<file path="src/rtl/eforth_dstack.sv">
// eforth_dstack: data stack for the eForth core.
// TOS and second-of-stack live in registers so the upstream ALU sees stable
// operands all cycle; deeper items spill into a small register-file RAM.
// Also provides a combinational PICK read port, depth, and sticky error flags.
module eforth_dstack #(
  parameter int DSZ = 32,
  parameter int SSZ = 6
) (
  input  logic           clk,
  input  logic           rst,
  input  logic           clr,
  input  logic           en,
  input  logic [1:0]     op,
  input  logic [DSZ-1:0] din,
  input  logic [SSZ+1:0] pick,
  output logic [DSZ-1:0] tos,
  output logic [DSZ-1:0] s0,
  output logic [DSZ-1:0] pk,
  output logic [SSZ+1:0] sp,
  output logic           ovf,
  output logic           udf
);

  localparam int SPW = SSZ + 2;
  localparam logic [SPW-1:0] CAP = SPW'((2 ** SSZ) + 2);

  localparam logic [1:0] OP_LOAD = 2'd0;
  localparam logic [1:0] OP_PUSH = 2'd1;
  localparam logic [1:0] OP_POP  = 2'd2;
  localparam logic [1:0] OP_ALU  = 2'd3;

  logic           rst_meta_q, rst_sync_q;
  logic [DSZ-1:0] tos_q, tos_d;
  logic [DSZ-1:0] s0_q, s0_d;
  logic [SPW-1:0] sp_q, sp_d;
  logic           ovf_q, ovf_d;
  logic           udf_q, udf_d;

  logic [DSZ-1:0] ram [2**SSZ];
  logic           ram_we;
  logic [SSZ-1:0] wr_addr;
  logic [SSZ-1:0] rf_addr;
  logic [SSZ-1:0] pk_addr;
  logic [DSZ-1:0] refill;

  // Reset release synchroniser; ops are ignored until it has settled.
  always_ff @(posedge clk or negedge rst) begin
    if (!rst) begin
      rst_meta_q <= 1'b0;
      rst_sync_q <= 1'b0;
    end else begin
      rst_meta_q <= 1'b1;
      rst_sync_q <= rst_meta_q;
    end
  end

  // Spill slot is rp = sp-2; refill slot is rp-1, only meaningful when sp>=3.
  always_comb begin
    wr_addr = SSZ'(sp_q - SPW'(2));
    rf_addr = SSZ'(sp_q - SPW'(3));
    refill  = (sp_q >= SPW'(3)) ? ram[rf_addr] : '0;
  end

  // Next-state decode; clr wins over any op, illegal ops only raise a flag.
  always_comb begin
    tos_d  = tos_q;
    s0_d   = s0_q;
    sp_d   = sp_q;
    ovf_d  = ovf_q;
    udf_d  = udf_q;
    ram_we = 1'b0;
    if (clr) begin
      tos_d = '0;
      s0_d  = '0;
      sp_d  = '0;
      ovf_d = 1'b0;
      udf_d = 1'b0;
    end else if (en && rst_sync_q) begin
      case (op)
        OP_LOAD: begin
          tos_d = din;
          if (sp_q == '0) sp_d = SPW'(1);
        end
        OP_PUSH: begin
          if (sp_q == CAP) begin
            ovf_d = 1'b1;
          end else begin
            tos_d  = din;
            s0_d   = tos_q;
            ram_we = (sp_q >= SPW'(2));
            sp_d   = sp_q + SPW'(1);
          end
        end
        OP_POP: begin
          if (sp_q == '0) begin
            udf_d = 1'b1;
          end else begin
            tos_d = s0_q;
            s0_d  = refill;
            sp_d  = sp_q - SPW'(1);
          end
        end
        OP_ALU: begin
          if (sp_q < SPW'(2)) begin
            udf_d = 1'b1;
          end else begin
            tos_d = din;
            s0_d  = refill;
            sp_d  = sp_q - SPW'(1);
          end
        end
        default: ;
      endcase
    end
  end

  // Stack registers.
  always_ff @(posedge clk or negedge rst) begin
    if (!rst) begin
      tos_q <= '0;
      s0_q  <= '0;
      sp_q  <= '0;
      ovf_q <= 1'b0;
      udf_q <= 1'b0;
    end else begin
      tos_q <= tos_d;
      s0_q  <= s0_d;
      sp_q  <= sp_d;
      ovf_q <= ovf_d;
      udf_q <= udf_d;
    end
  end

  // Spill RAM: synchronous write, not reset (contents above sp are dead).
  always_ff @(posedge clk) begin
    if (ram_we) ram[wr_addr] <= s0_q;
  end

  // PICK port: item k>=2 sits at ram[sp-1-k]; anything at or past depth reads 0.
  always_comb begin
    pk_addr = SSZ'(sp_q - SPW'(1) - pick);
    pk      = '0;
    if (pick < sp_q) begin
      if (pick == '0)            pk = tos_q;
      else if (pick == SPW'(1))  pk = s0_q;
      else                       pk = ram[pk_addr];
    end
  end

  assign tos = tos_q;
  assign s0  = s0_q;
  assign sp  = sp_q;
  assign ovf = ovf_q;
  assign udf = udf_q;

endmodule

</file>
<file path="config.mk">
export PLATFORM = sky130hd
export DESIGN_NAME = eforth_dstack
export DESIGN_NICKNAME = d
export VERILOG_FILES = /design/src/rtl/eforth_dstack.sv
export SDC_FILE = /design/constraint.sdc
export NUM_CORES = 2
export LEC_CHECK = 0
export CORE_ASPECT_RATIO = 1.25
export CORE_MARGIN = 1.5
export CORE_UTILIZATION = 50
export CTS_CLUSTER_SIZE = 24
export DETAILED_ROUTE_END_ITERATION = 10
export GPL_TIMING_DRIVEN = 1
export PLACE_DENSITY = 0.66
export SYNTH_ARGS = -nofsm -noshare
export SYNTH_HDL_FRONTEND = slang
export SYNTH_SLANG_ARGS = --single-unit
</file>
<file path="constraint.sdc">
create_clock -name clk -period 13.6 [get_ports clk]
set_clock_uncertainty 0.1 [all_clocks]
set_input_delay 2.72 -clock clk [delete_from_list [all_inputs] [get_ports clk]]
set_output_delay 2.72 -clock clk [all_outputs]
set_load 0.005 [all_outputs]
</file>
* Yosys cells after proc, flatten, opt, wreduce, memory -nomap -nowiden
Memory sizes are Yosys's and may differ from the RTL's. Cells that the tools add are included.
Storage, ports and cells: output and inout port bits 106, latch bits 0, input port bits 46, logic and storage cells 80, memories 1, bits in read-only memories 0, flip-flop bits (word level) 76, RAM bits 2048
Operators by class: equal/unequal tests 11, muxes and demuxes 38, $mul 0, magnitude comparators 4, div/mod/pow operators 0, bitwise gates (word level) 0, shift operators 0, $add $sub $neg 5, reductions and logical operators 14
Memories:
- ram | words 64, bits a word 32, rd ports 2, clocked after Yosys merged registers in 0, wr ports 1, RTL line 39 | logic [DSZ-1:0] ram [2**SSZ];
Operators with widths (count):
- 2-to-1 mux 32 bit | 14
- one-hot mux 32 bit (4 select lines) | 1
- one-hot mux 32 bit (3 select lines) | 1
- 2-to-1 mux 8 bit | 6
- one-hot mux 8 bit (4 select lines) | 1
- inequality test 3 bit, second input constant | 6
- greater-or-equal comparator 8 x 2 -> 1 bit, second input constant | 2
- logical NOT 8 bit | 2
- 2-to-1 mux 1 bit | 14
- subtractor 6 x 2 -> 6 bit, second input constant | 2
- AND reduction 5 bit | 2
- adder 8 x 1 -> 8 bit, second input constant | 1
- equality test 8 x 1 -> 1 bit, second input constant | 1
- equality test 8 x 7 -> 1 bit, second input constant | 1
- less-than comparator 8 x 2 -> 1 bit, second input constant | 1
- less-than comparator 8 bit | 1
- AND reduction 4 bit | 2
- subtractor 8 x 1 -> 8 bit, second input constant | 1
- nonzero test 2 bit | 3
- subtractor 6 bit | 1
- equality test 2 bit, second input constant | 2
- nonzero test 4 bit | 1
- AND reduction 3 bit | 1
- nonzero test 3 bit | 1
- 4 further kinds | 4

* Longest topological paths before layout
word-level depth 7, depth in mapped cells 24, mapped depth without buffers 12

* Worst setup path before layout
Ideal clock, no wire load.
kind reg2out, start point register sp_q[0], in the netlist sp[0], end point output port pk[31], stages on the path, launching flop included 25, arrival 5.348 ns, buffers on the path 15, required time 10.780 ns, path slack 5.432 ns, path through dfrtp_1 buf_4 buf_6 buf_6 buf_2 buf_2 inv_1 ha_1 buf_2 buf_2 buf_2 buf_2 buf_1 inv_1 fa_1 clkbuf_2 buf_4 buf_2 buf_2 buf_2 mux2i_1 a22oi_1 a31oi_1 o221ai_1 o221a_2
On the way: word-level cells in the longest chain between the ends 6, elaborated cells between the ends (all ways) 7, those cells by class add/sub (2); order compare (1); mux (3); memory (1)
RTL lines:
- start: declaration | RTL line 35 | logic [SPW-1:0] sp_q, sp_d;
- start signal: assignment | RTL line 128 | sp_q <= sp_d;
- subtractor 8 x 1 -> 8 bit | RTL line 141 | pk_addr = SSZ'(sp_q - SPW'(1) - pick);
- subtractor 6 bit | RTL line 141
- memory (64 x 32 bit)
- 2-to-1 mux 32 bit | RTL line 145 | else if (pick == SPW'(1)) pk = s0_q;
- 2-to-1 mux 32 bit | RTL line 144 | if (pick == '0) pk = tos_q;
- 2-to-1 mux 32 bit * | RTL line 143 | if (pick < sp_q) begin
- end: declaration | RTL line 18 | output logic [DSZ-1:0] pk,
Mark *: on every way between the ends. The rest lies on a longest branch, timed or not.

* Worst setup path in the final report
start point input port pick[0], end point output port pk[18]
On the way: word-level cells in the longest chain between the ends 5, elaborated cells between the ends (all ways) 8, those cells by class add/sub (1); order compare (1); eq/ne (1); mux (3); reduce/logical (1); memory (1)
RTL lines:
- start: declaration | RTL line 15 | input logic [SSZ+1:0] pick,
- subtractor 6 bit | RTL line 141
- memory (64 x 32 bit)
- 2-to-1 mux 32 bit | RTL line 145
- 2-to-1 mux 32 bit | RTL line 144
- 2-to-1 mux 32 bit * | RTL line 143
Marked as above.

==> flow_metrics.env <==
export IMPL_grt_use_total_pct=33.80
export IMPL_synth_top_area_share_pct=61.33
export IMPL_ys_ff_latch=2124
export IMPL_dieHeight_um=503.7
export IMPL_drtIter0Drc=10190
export IMPL_ios=152
export IMPL_antenna_found_initial=24
export IMPL_fin_crit_sh_pct=81.48
export IMPL_powerDensity_nw_per_um2=153.3
export IMPL_cp_buffers_inverters=4
export IMPL_cts_root_buf="clkbuf_16"
export IMPL_timing_slew_headroom_pct=4.108
export IMPL_critPathCaptureType="primary output"
export IMPL_tightest_slew_ns=1.438
export IMPL_rows=183
export IMPL_reg2reg_slack_ns=6.56
export IMPL_layout_common_cells="edfxtp_1 (2048), mux4_2 (769), mux2i_1 (644)"
export IMPL_arrival_ns=8.26
export IMPL_gp_congestion=0.8778
export IMPL_cts_resized=0
export IMPL_grt_pass1_wl_um=477800
export IMPL_cp_depth=12
export IMPL_setup_tns_ns=0
export IMPL_cpPeakStageDelay_ns=1.26
export IMPL_p_leak_nw=35.71
export IMPL_floorplan_initialDensity_pct=50.34
export IMPL_final_common_cell="edfxtp_1"
export IMPL_design_area_um2=111700
export IMPL_seq_area_frac_synth_pct=63.23
export IMPL_setup_viol_count_final=0
export IMPL_cts_sinks=2124
export IMPL_cts_hold_buf=0
export IMPL_grt_pass1_vias=62838
export IMPL_fmax_mhz=90.25
export IMPL_fp_coreArea_um2=199200
export IMPL_critical_path_top_delay_family="buffers and inverters"
export IMPL_nets=5903
export IMPL_crit_path_frequent_cell="clkdlybuf4s50_1"
export IMPL_syn_avg_cell_area_um2=17.43
export IMPL_synth_area_leaders="edfxtp_1 (61%), mux4_2 (17%), mux2i_1 (6.4%)"
export IMPL_fp_dieArea_um2=203300
export IMPL_cts_inserted_buffers=200
export IMPL_drtPass1Iterations=6
export IMPL_cts_buffer_depth=3
export IMPL_syn_num_nets=5822
export IMPL_crit_slowest_cell="fa_4"
export IMPL_regToRegEndpoint="s0[17]"
export IMPL_vias=63798
export IMPL_detail_route_wl_per_cell_um=40.20
export IMPL_critPathKind="primary input to primary output"
export IMPL_dp_hpwl_um=189700
export IMPL_worstSetupEndpoint="pk[18]"
export IMPL_max_cap_viol_count=0
export IMPL_cts_tree="yes"
export IMPL_dpl_instance_area_um2=105200
export IMPL_grt_overflow_total=0
export IMPL_maxSlewViolCount=0
export IMPL_status="complete, no violations"
export IMPL_ir_worst_vdd_mv=0.2051
export IMPL_synthArstFlopShare_pct=3.578
export IMPL_syn_area_um2=100300
export IMPL_portBuffers=151
export IMPL_yosys_warnings=0
export IMPL_die_w_um=403.5
export IMPL_drive_above_1_share_pct=24.18
export IMPL_min_path_cells=0
export IMPL_instances_no_fill=8602
export IMPL_postRouteAntennaNets=0
export IMPL_synth_enable_flop_cells=2048
export IMPL_path_max_fanout=36
export IMPL_reg2reg_depth=11
export IMPL_path_cells="clkdlybuf4s50_1 -> ha_1 -> inv_1 -> fa_4 -> buf_4 -> mux2i_1 -> a22oi_1 -> and3_1 -> a31oi_1 -> o221ai_1 -> o221a_2 -> clkdlybuf4s50_1"
export IMPL_clk_insertion_delay_late_ns=0.89
export IMPL_fin_crit_ns=11.08
export IMPL_cts_setup_buffers=0
export IMPL_drt_total_wl_um=345800
export IMPL_hold_path_class="flip-flop to flip-flop"
export IMPL_drc=0
export IMPL_clk_pin_slew_ns=0.07
export IMPL_rsz0062_at_grt="no"
export IMPL_vias_per_cell=7.417
export IMPL_netlist_top_cell_by_area="edfxtp_1"
export IMPL_grt_max_degree=132
export IMPL_required_ns=10.78
export IMPL_ys_flop_type="edfxtp_1"
export IMPL_r2r_start="sp[0]"
export IMPL_cts_htree_levels=4
export IMPL_startpoint_type="primary input"
export IMPL_synth_cell_types=74
export IMPL_hold_viol=0
export IMPL_cp_startpoint="pick[0]"
export IMPL_syn_to_final_growth_pct=11.44
export IMPL_placed_cells=8222
export IMPL_synthCells=5753
-- sequential cells by signal, indices dropped and copies added (netlist names) --
name,flops
ovf,1
udf,1
sp,8
s0,32
rst_sync_q,1
rst_meta_q,1
tos,32
ram,2048
-- kinds of logic (layout without fill, tap and decap cells) --
group                      Yosys count  after routing  share of synthesized area (%)
DFF                               2124           2124                          63.23
muxes                             1418           1418                          23.80
and+or+nand+nor                    867            867                          3.870
AOI/OAI and AO/OA                  800            800                          6.103
buffers and inverters              497            750                          2.462
adders and majority gates           23             23                         0.2945
xor gates and xnor gates            23             23                         0.2346
other                                1              7                       0.003740
-- worst register-to-register path, delay by kind of cell (launching register included) --
kind | cells | cell delay, ns
simple gates | 3 | 0.57
flops | 1 | 0.97
compound gates | 3 | 2.21
fa+ha+maj | 1 | 0.73
xor+xnor | 1 | 0.24
buf+inv | 3 | 2.03
-- worst min path at each step --
stage               start  slack, ns    endpoint
5_1_grt        rst_meta_q       0.26  rst_sync_q
2_1_floorplan  rst_meta_q       0.23  rst_sync_q
6_report       rst_meta_q       0.26  rst_sync_q
4_1_cts        rst_meta_q       0.26  rst_sync_q
3_3_place_gp   rst_meta_q       0.23  rst_sync_q
3_5_place_dp   rst_meta_q       0.24  rst_sync_q
-- cells in the mapped netlist, drive strengths merged, types with 3 or more instances --
cell	number
mux2i	644
nand2b	5
nor2b	3
o21ai	45
and3	124
inv	20
xnor2	19
a32oi	102
o22ai	50
ha	22
a311oi	4
nor2	179
a22oi	258
nand4	9
a221oi	24
xor2	4
o221ai	56
nor3	29
clkbuf	183
a2bb2oi	4
o31ai	48
dfrtp	76
mux4	772
o21a	3
o2bb2ai	3
a31oi	69
nand2	401
or2	3
a21oi	25
edfxtp	2048
or3	6
and2	8
o221a	32
nand3	93
buf	294
o2111ai	23
a21o	3
a211oi	40
-- per-layer routing --
layer,global-route usage (%),routed length (um),vias up
met4,17.83,20920,26
met1,43.11,120300,33430
li1,-,-,24351
met2,51.50,156900,4923
met5,0,182,-
met3,11.36,47450,1068
-- through the flow --
stage               worst slack (ns)  utilization [%]  power (mW)  hold slack, ns
floorplan                      5.432                -       9.924          0.2312
global placement               2.674            52.81       11.46          0.2330
detailed placement             2.635            52.81       11.47          0.2413
CTS                            2.621            56.09       17.03          0.2590
global route                   2.391            56.09       17.50          0.2564
finish                         2.519            56.09       17.14          0.2617
-- cell type report --
type | instances | area (um^2)
Tap cell | 2590 | 3241
Timing Repair Buffer | 356 | 3296
Sequential cell | 2124 | 63440
Fill cell | 15108 | 87460
Multi-Input combinational cell | 3132 | 35140
Inverter | 20 | 75.07
Clock inverter | 110 | 1127
Antenna cell | 6 | 15.01
Clock buffer | 264 | 5408
-- where the power goes --
group / total (mW) / leakage (nW) / internal (mW) / switching (mW)
registers: 7.29 / 19.4 / 7.24 / 0.0476
logic: 4.18 / 13.2 / 1.52 / 2.66
clock network: 5.67 / 3.19 / 3.14 / 2.53
(Power assumes the default switching activity.)
